**src/rtl/pipe_pkg.sv**
```systemverilog
// Shared definitions for the MIPS pipeline inter-stage registers.
package pipe_pkg;

    localparam int unsigned PIPE_INSTR_W = 32;
    localparam int unsigned PIPE_ADDR_W  = 32;
    localparam int unsigned PIPE_EXC_W   = 5;

    localparam logic [PIPE_EXC_W-1:0]   EXC_NONE         = 5'd0;
    localparam logic [PIPE_EXC_W-1:0]   EXC_ADEL         = 5'd4;
    localparam logic [PIPE_INSTR_W-1:0] NOP              = 32'h0000_0000;
    localparam logic [PIPE_ADDR_W-1:0]  RESET_PC_DEFAULT = 32'h0000_3000;

    // Payload carried between stages at the default pipeline widths
    typedef struct packed {
        logic [PIPE_INSTR_W-1:0] instr;
        logic [PIPE_ADDR_W-1:0]  pc;
        logic [PIPE_ADDR_W-1:0]  pc4;
        logic                    valid;
        logic                    bd;
        logic [PIPE_EXC_W-1:0]   exc;
    } stage_payload_t;

endpackage

```
**src/rtl/sat_counter.sv**
```systemverilog
// Saturating up-counter with synchronous clear for performance monitoring.
module sat_counter #(
    parameter int unsigned CNT_W = 16
) (
    input  logic             clk,
    input  logic             rst,
    input  logic             inc,
    input  logic             clr,
    output logic [CNT_W-1:0] count
);

    logic [CNT_W-1:0] count_q;
    logic [CNT_W-1:0] count_d;

    // Next count: clear wins, otherwise increment until all-ones
    always_comb begin
        count_d = count_q;
        if (clr) begin
            count_d = '0;
        end else if (inc && (count_q != {CNT_W{1'b1}})) begin
            count_d = count_q + CNT_W'(1);
        end
    end

    // Counter register
    always_ff @(posedge clk or posedge rst) begin
        if (rst) begin
            count_q <= '0;
        end else begin
            count_q <= count_d;
        end
    end

    assign count = count_q;

endmodule

```
**src/rtl/pipe_stage_reg.sv**
```systemverilog
// Generic inter-stage register for the 5-stage MIPS pipeline with stall,
// flush (bubble), optional fetch-alignment check and perf counters.
module pipe_stage_reg
    import pipe_pkg::*;
#(
    parameter int unsigned       INSTR_W     = 32,
    parameter int unsigned       ADDR_W      = 32,
    parameter int unsigned       EXC_W       = 5,
    parameter int unsigned       CNT_W       = 16,
    parameter logic [ADDR_W-1:0] RESET_PC    = ADDR_W'(RESET_PC_DEFAULT),
    parameter int unsigned       KEEP_PC     = 1,
    parameter int unsigned       CHECK_ALIGN = 0
) (
    input  logic               Clk,
    input  logic               Reset,
    input  logic               En,
    input  logic               Flush,
    input  logic               CntClr,
    input  logic [INSTR_W-1:0] Instr_I,
    input  logic [ADDR_W-1:0]  PC_I,
    input  logic               Valid_I,
    input  logic               BD_I,
    input  logic [EXC_W-1:0]   ExcCode_I,
    output logic [INSTR_W-1:0] Instr_O,
    output logic [ADDR_W-1:0]  PC_O,
    output logic [ADDR_W-1:0]  PC4_O,
    output logic               Valid_O,
    output logic               BD_O,
    output logic [EXC_W-1:0]   ExcCode_O,
    output logic [CNT_W-1:0]   StallCnt,
    output logic [CNT_W-1:0]   FlushCnt
);

    localparam bit KEEP_ON  = (KEEP_PC != 0);
    localparam bit ALIGN_ON = (CHECK_ALIGN != 0);

    logic [INSTR_W-1:0] instr_q, instr_d;
    logic [ADDR_W-1:0]  pc_q,    pc_d;
    logic [ADDR_W-1:0]  pc4_q,   pc4_d;
    logic               valid_q, valid_d;
    logic               bd_q,    bd_d;
    logic [EXC_W-1:0]   exc_q,   exc_d;
    logic               adel;
    logic               stall_inc;

    // Misaligned fetch of a real instruction with no earlier exception
    always_comb begin
        adel = ALIGN_ON && Valid_I && (PC_I[1:0] != 2'b00)
               && (ExcCode_I == EXC_W'(EXC_NONE));
    end

    // Next payload: flush > stall (hold) > load; PC+4 follows the new PC
    always_comb begin
        instr_d = instr_q;
        pc_d    = pc_q;
        valid_d = valid_q;
        bd_d    = bd_q;
        exc_d   = exc_q;
        if (Flush) begin
            instr_d = INSTR_W'(NOP);
            valid_d = 1'b0;
            exc_d   = EXC_W'(EXC_NONE);
            pc_d    = KEEP_ON ? PC_I : '0;
            bd_d    = KEEP_ON ? BD_I : 1'b0;
        end else if (En) begin
            instr_d = Instr_I;
            pc_d    = PC_I;
            valid_d = Valid_I;
            bd_d    = BD_I;
            exc_d   = ExcCode_I;
            if (adel) begin
                instr_d = INSTR_W'(NOP);
                valid_d = 1'b1;
                exc_d   = EXC_W'(EXC_ADEL);
            end
        end
        pc4_d = pc_d + ADDR_W'(4);
    end

    // Payload register
    always_ff @(posedge Clk or posedge Reset) begin
        if (Reset) begin
            instr_q <= INSTR_W'(NOP);
            pc_q    <= RESET_PC;
            pc4_q   <= RESET_PC + ADDR_W'(4);
            valid_q <= 1'b0;
            bd_q    <= 1'b0;
            exc_q   <= EXC_W'(EXC_NONE);
        end else begin
            instr_q <= instr_d;
            pc_q    <= pc_d;
            pc4_q   <= pc4_d;
            valid_q <= valid_d;
            bd_q    <= bd_d;
            exc_q   <= exc_d;
        end
    end

    // A stall only counts while a real instruction is being held
    always_comb begin
        stall_inc = !Flush && !En && valid_q;
    end

    sat_counter #(.CNT_W(CNT_W)) u_stall_cnt (
        .clk   (Clk),
        .rst   (Reset),
        .inc   (stall_inc),
        .clr   (CntClr),
        .count (StallCnt)
    );

    sat_counter #(.CNT_W(CNT_W)) u_flush_cnt (
        .clk   (Clk),
        .rst   (Reset),
        .inc   (Flush),
        .clr   (CntClr),
        .count (FlushCnt)
    );

    assign Instr_O   = instr_q;
    assign PC_O      = pc_q;
    assign PC4_O     = pc4_q;
    assign Valid_O   = valid_q;
    assign BD_O      = bd_q;
    assign ExcCode_O = exc_q;

endmodule

```
**config.mk**
```make
export PLATFORM = sky130hd
export DESIGN_NAME = pipe_stage_reg
export DESIGN_NICKNAME = d
export VERILOG_FILES = /design/src/rtl/pipe_pkg.sv /design/src/rtl/sat_counter.sv /design/src/rtl/pipe_stage_reg.sv
export SDC_FILE = /design/constraint.sdc
export NUM_CORES = 1
export LEC_CHECK = 0
export ABC_AREA = 1
export BUFFER_PORTS_ARGS = -buffer_cell sky130_fd_sc_hd__buf_4
export CORE_MARGIN = 2
export CORE_UTILIZATION = 25
export CTS_CLUSTER_DIAMETER = 120
export CTS_CLUSTER_SIZE = 25
export DETAILED_ROUTE_END_ITERATION = 8
export GPL_TIMING_DRIVEN = 0
export HOLD_SLACK_MARGIN = 0.06
export PLACE_DENSITY_LB_ADDON = 0.1
export SLEW_MARGIN = 20
export SYNTH_ARGS = -nofsm -noshare
export SYNTH_HDL_FRONTEND = slang
export SYNTH_SLANG_ARGS = --single-unit
```
**constraint.sdc**
```tcl
create_clock -name Clk -period 8.73 [get_ports Clk]
set_clock_uncertainty 0.05 [all_clocks]
set_input_delay 0.873 -clock Clk [delete_from_list [all_inputs] [get_ports Clk]]
set_output_delay 0.873 -clock Clk [all_outputs]
set_load 0.02 [all_outputs]
```
; ---- Word level (Yosys, flattened, before mapping)
; Cells that the tools add are included.
[totals]
regBits = 135
latchBits = 0
ram_bits = 0
rom_bits = 0
input_bits = 76
out_inout_bits = 135
wordCells = 36
n_memories = 0
[classes]
n_addsub = 3
mul = 0
div_mod_pow = 0
n_lt_le_gt_ge = 0
n_eq_ne = 2
shift = 0
muxes = 14
bitwise = 0
reduce_logical = 9
[op_table]
columns = operator, count
row1 = 32-bit two-way mux, 4
row2 = 16-bit two-way mux, 4
row3 = 16-bit by 1-bit adder with 16-bit output (second input constant), 2
row4 = 32-bit by 3-bit adder with 32-bit output (second input constant), 1
row5 = 16-bit inequality test (second input constant), 2
row6 = 5-bit two-way mux, 2
row7 = 2-bit nonzero test, 3
row8 = 1-bit logical AND, 4
row9 = 1-bit two-way mux, 4
row10 = 1-bit logical NOT, 2

; ---- Depth between registers and ports, before layout
[logic_depth]
depth_word = 6
depth_mapped = 14

; ---- Modules after synthesis
; Synthesis repeated with hierarchy kept, for this count alone.
[hier_totals]
hier_cells = 848
hier_area_um2 = 6616.3
[by_module_without_submodules]
columns = mod, n_inst, cells_per_inst, area_per_inst_um2, seq_area_each_um2
row1 = pipe_stage_reg, 1, 530, 4449.3, 2533.7
row2 = sat_counter, 2, 159, 1083.5, 400.4

; ---- Worst setup path after synthesis
; No wires, ideal clock.
[synth_path]
path_type = in2reg
from = input port En
to = register pc4_q[18], in the netlist PC4_O[18]
t_arrival_ns = 2.300
t_required_ns = 8.555
setup_slack_ns = 6.255
path_stages = 12
path_buffers = 2
cell_sequence = buf_2 nor2_2 buf_6 nand2_1 o21ai_1 inv_1 ha_1 nand3_1 inv_2 nand2_4 nor2_1 xor2_1
[synth_via]
elab_chain_len = 3
[synth_lines]
columns = element, line
row1 = from (decl), pipe_stage_reg.sv:16  ; input logic En,
row2 = 32-bit two-way mux, pipe_stage_reg.sv:65  ; end else if (En) begin
row3 = 32-bit two-way mux, pipe_stage_reg.sv:59  ; if (Flush) begin
row4 = via pc_d[2], pipe_stage_reg.sv:38  ; logic [ADDR_W-1:0] pc_q, pc_d;
row5 = 32-bit by 3-bit adder with 32-bit output, pipe_stage_reg.sv:77  ; pc4_d = pc_d + ADDR_W'(4);
row6 = via pc4_d[18], pipe_stage_reg.sv:39  ; logic [ADDR_W-1:0] pc4_q, pc4_d;
row7 = to (signal assigned), pipe_stage_reg.sv:85  ; pc4_q <= RESET_PC + ADDR_W'(4);
row8 = to (signal assigned), pipe_stage_reg.sv:92  ; pc4_q <= pc4_d;
row9 = to (decl), pipe_stage_reg.sv:39
; The timed path passes the listed nets, and every way through them passes these cells.
; A chain may end at the register's enable or synchronous reset.

; ---- Final worst setup path
[layout_path]
from = input port En
to = register pc4_q[26], in the netlist PC4_O[26]
; The elaborated chain is that of the path after synthesis.

==> metrics.cfg <==
[global_routing]
antenna_found_initial = 0
grt_pass1_vias = 6081
grt_pass1_wl_mm = 34.6
grt_max_degree = 79
overflow = 0
track_usage_pct = 16.1

[layout]
fin_util_pct = 35.3
fill_cells = 2796
multiInputGateArea_mm2 = 0.00281
drive_above_1_share_pct = 29.3
syn2layout_area_growth_pct = 39.3
final_nets = 1132
regArea_mm2 = 0.00333
num_antenna_cells = 0
finalNonFillerCells = 1401

[floorplanning]
chipHeight_um = 166
dieWidth_um = 166
core-area_mm2 = 0.0260
die-area_mm2 = 0.0276
io_pins = 211
initial_utilization_pct = 25.3
core.rowCount = 59

[critical_path]
slowest_stage = o21ai_1
path_class = input port to flip-flop
cp_num_buf_inv = 5
end_kind = flip-flop
cp_cell_sequence = buf_2, nor2_2, buf_6, o21ai_1, inv_1, ha_1, nand3_1, inv_2, nand2_4, inv_1, nand3_1, nand2_1
cp.required_ps = 8980
r2r_slack_ps = 6590
cp-start-kind = input port
crit_end = PC4_O[26]$_DFF_PP0_
critPathArrivalTime_ps = 2660
reg2reg_from = u_flush_cnt.count[1]$_DFFE_PP0P_
critPathTopFamily = buffers and inverters
crit_start = En
rr_worst_depth = 9
crit_path_max_incr_delay_ps = 350
path_depth = 12
reg2reg_to = u_flush_cnt.count[12]$_DFFE_PP0P_
crit_fanout = 10

[sta]
fmax_mhz = 416
worst_slack_ps = 6330
holdWs_ps = 410
final-setup-viol-count = 0
worstMarginPinSlew_ps = 590
fin_crit_ps = 2400
slew_violations = 0
rsz0062_at_grt = false
fin_crit_sh_pct = 27.5
slew_headroom_pct = 60.4
final_hold_viol_count = 0
setup_tns_ps = 0

[clock_tree]
cts_tree = done
cts_buffers = 17
cts-resized-gates = 0
clk_pin_slew_worst_paths_ps = 70
h-tree-depth = 4
clock_latency_ps = 430
post-cts-setup-buffers = 0
cts.sinks = 133
cts_buffer_depth = 2
cts_root_buf = clkbuf_16
hold_buffers = 0

[drt]
drtAntennaViolNets = 0
routed-wl-met2_mm = 10.3
first_pass_iters = 4
routedLengthMet1_mm = 9.88
routedWlPerCell_um = 15.6
drt_iter0_markers = 336
highest_layer = met4
viasPerCell = 4.29
drcViolationCount = 0
dr_wl_met3_mm = 1.37
wl_mm = 21.8
num_vias = 6009

[synthesis]
yosys.area.top_type_share_pct = 48.7
ys_warn_count = 0
syn-num-nets = 903
avgSynthCellArea_um2 = 7.99
synth_largest_area_cell = dfrtp_1
syn_area_mm2 = 0.00658
synth_cells = 824
ys_ff_latch = 133
synth_area_leaders = dfrtp_1 49%, nand2_1 17%, nand3_1 5.7%, inv_1 3.9%, nor2_1 3.4%
synth.distinct_cells = 29
yosysSeqAreaShare_pct = 50.6

[run]
cap_violations = 0

[min_path]
min_path_type = input port to async pin

[place]
dp_cells = 1369
portBuffers = 209
gp_congestion = 0.801
dp_hpwl_mm = 16.1
place_ws_ps = 5860

[outcome]
status = finished clean

[power_and_ir_drop]
leakagePower_nw = 4.73
ir_drop_v = 0.0000893
power_density_mw_per_mm2 = 180

## worst min path at each step
stage | endpoint | slack, ps | cells after the start
after floorplan | PC_O[12]$_DFF_PP1_ | 500 | 2
after global placement | Instr_O[1]$_DFFE_PP0P_ | 410 | 2
after detailed placement | Instr_O[15]$_DFFE_PP0P_ | 410 | 2
after CTS | Instr_O[27]$_DFFE_PP0P_ | 430 | 2
after global routing | Instr_O[27]$_DFFE_PP0P_ | 430 | 2
final | Instr_O[27]$_DFFE_PP0P_ | 410 | 2
## Yosys cell counts
library cell	count
inv_2	5
nand2_1	304
buf_6	6
nand4_1	21
inv_1	68
nor2_2	4
nand2_4	2
xnor2_1	5
o21ai_0	19
a21oi_1	1
dfrtp_1	128
xor2_1	25
buf_2	1
nand3_1	75
nor2_4	7
nor3_1	13
nor2_8	1
nor2_1	59
o21ai_1	8
nand2_2	31
o31ai_1	6
nand3b_1	3
ha_1	3
dfstp_2	5
o21ai_2	1
or2_2	1
nor3b_1	1
buf_4	5
clkbuf_1	16
## routing by layer
| metal | track usage, % | up-vias |
|---|---|---|
| met5 | 0 | - |
| met4 | 3.79 | 0 |
| met3 | 4.93 | 13 |
| met2 | 26.4 | 150 |
| met1 | 20.9 | 2798 |
| li1 | - | 3048 |
## worst register-to-register path: stages, from the launching register on
cell,delay [ps]
dfrtp_1,390
ha_1,210
nand3_1,180
nor3_1,280
nand3_1,120
nand2_1,240
nand2_1,100
clkbuf_1,240
nand2_1,120
o21ai_0,80
## placed cells by master, fill, tap and decap left out, drive strengths merged, types with 13 or more instances in the layout
cell type / Yosys / routed
xor2: 25 / 25
nand2: 337 / 337
buf: 12 / 222
clkbuf: 16 / 35
nand4: 21 / 21
o21ai: 28 / 28
nand3: 75 / 75
inv: 73 / 80
nor2: 71 / 71
dfrtp: 128 / 128
nor3: 13 / 13
## metrics by stage
stage | total power, mW | area, µm²
detailed placement | 0.966 | 8610
global placement | 0.964 | 8570
CTS | 1.68 | 9170
global route | 1.73 | 9170
floorplan | 0.830 | 6580
finish | 1.65 | 9170
## power by group
part | leakage (nW) | internal (mW) | switching, mW
Sequential | 1.69 | 0.656 | 0.0219
Combinational | 2.77 | 0.104 | 0.167
Clock | 0.270 | 0.387 | 0.314
## layout make-up
type | instances | area share (%)
clock buffer | 19 | 4.94
clock inverter | 13 | 1.23
sequential | 133 | 36.4
multi-input combinational | 590 | 30.6
buffer | 28 | 1.86
tap | 335 | 4.57
inverter | 73 | 3.07
timing repair buffer | 210 | 17.4
## logic make-up (layout without fill, tap and decap cells)
kind of cell	Yosys count	in the layout	synth area share [%]
XOR/XNOR	30	30	3.99
AND/OR/NAND/NOR	522	522	35.1
flip-flops	133	133	50.6
AO/OA/AOI/OAI	35	35	2.95
buffers and inverters	101	343	6.75
adder cells (fa/ha/maj)	3	3	0.570
## flip-flops by register name (all words and copies together) (netlist names)
register,flops
ExcCode_O,5
BD_O,1
Valid_O,1
Instr_O,32
u_flush_cnt.count,16
u_stall_cnt.count,16
PC4_O,32
PC_O,30
(Power assumes the default switching activity.)
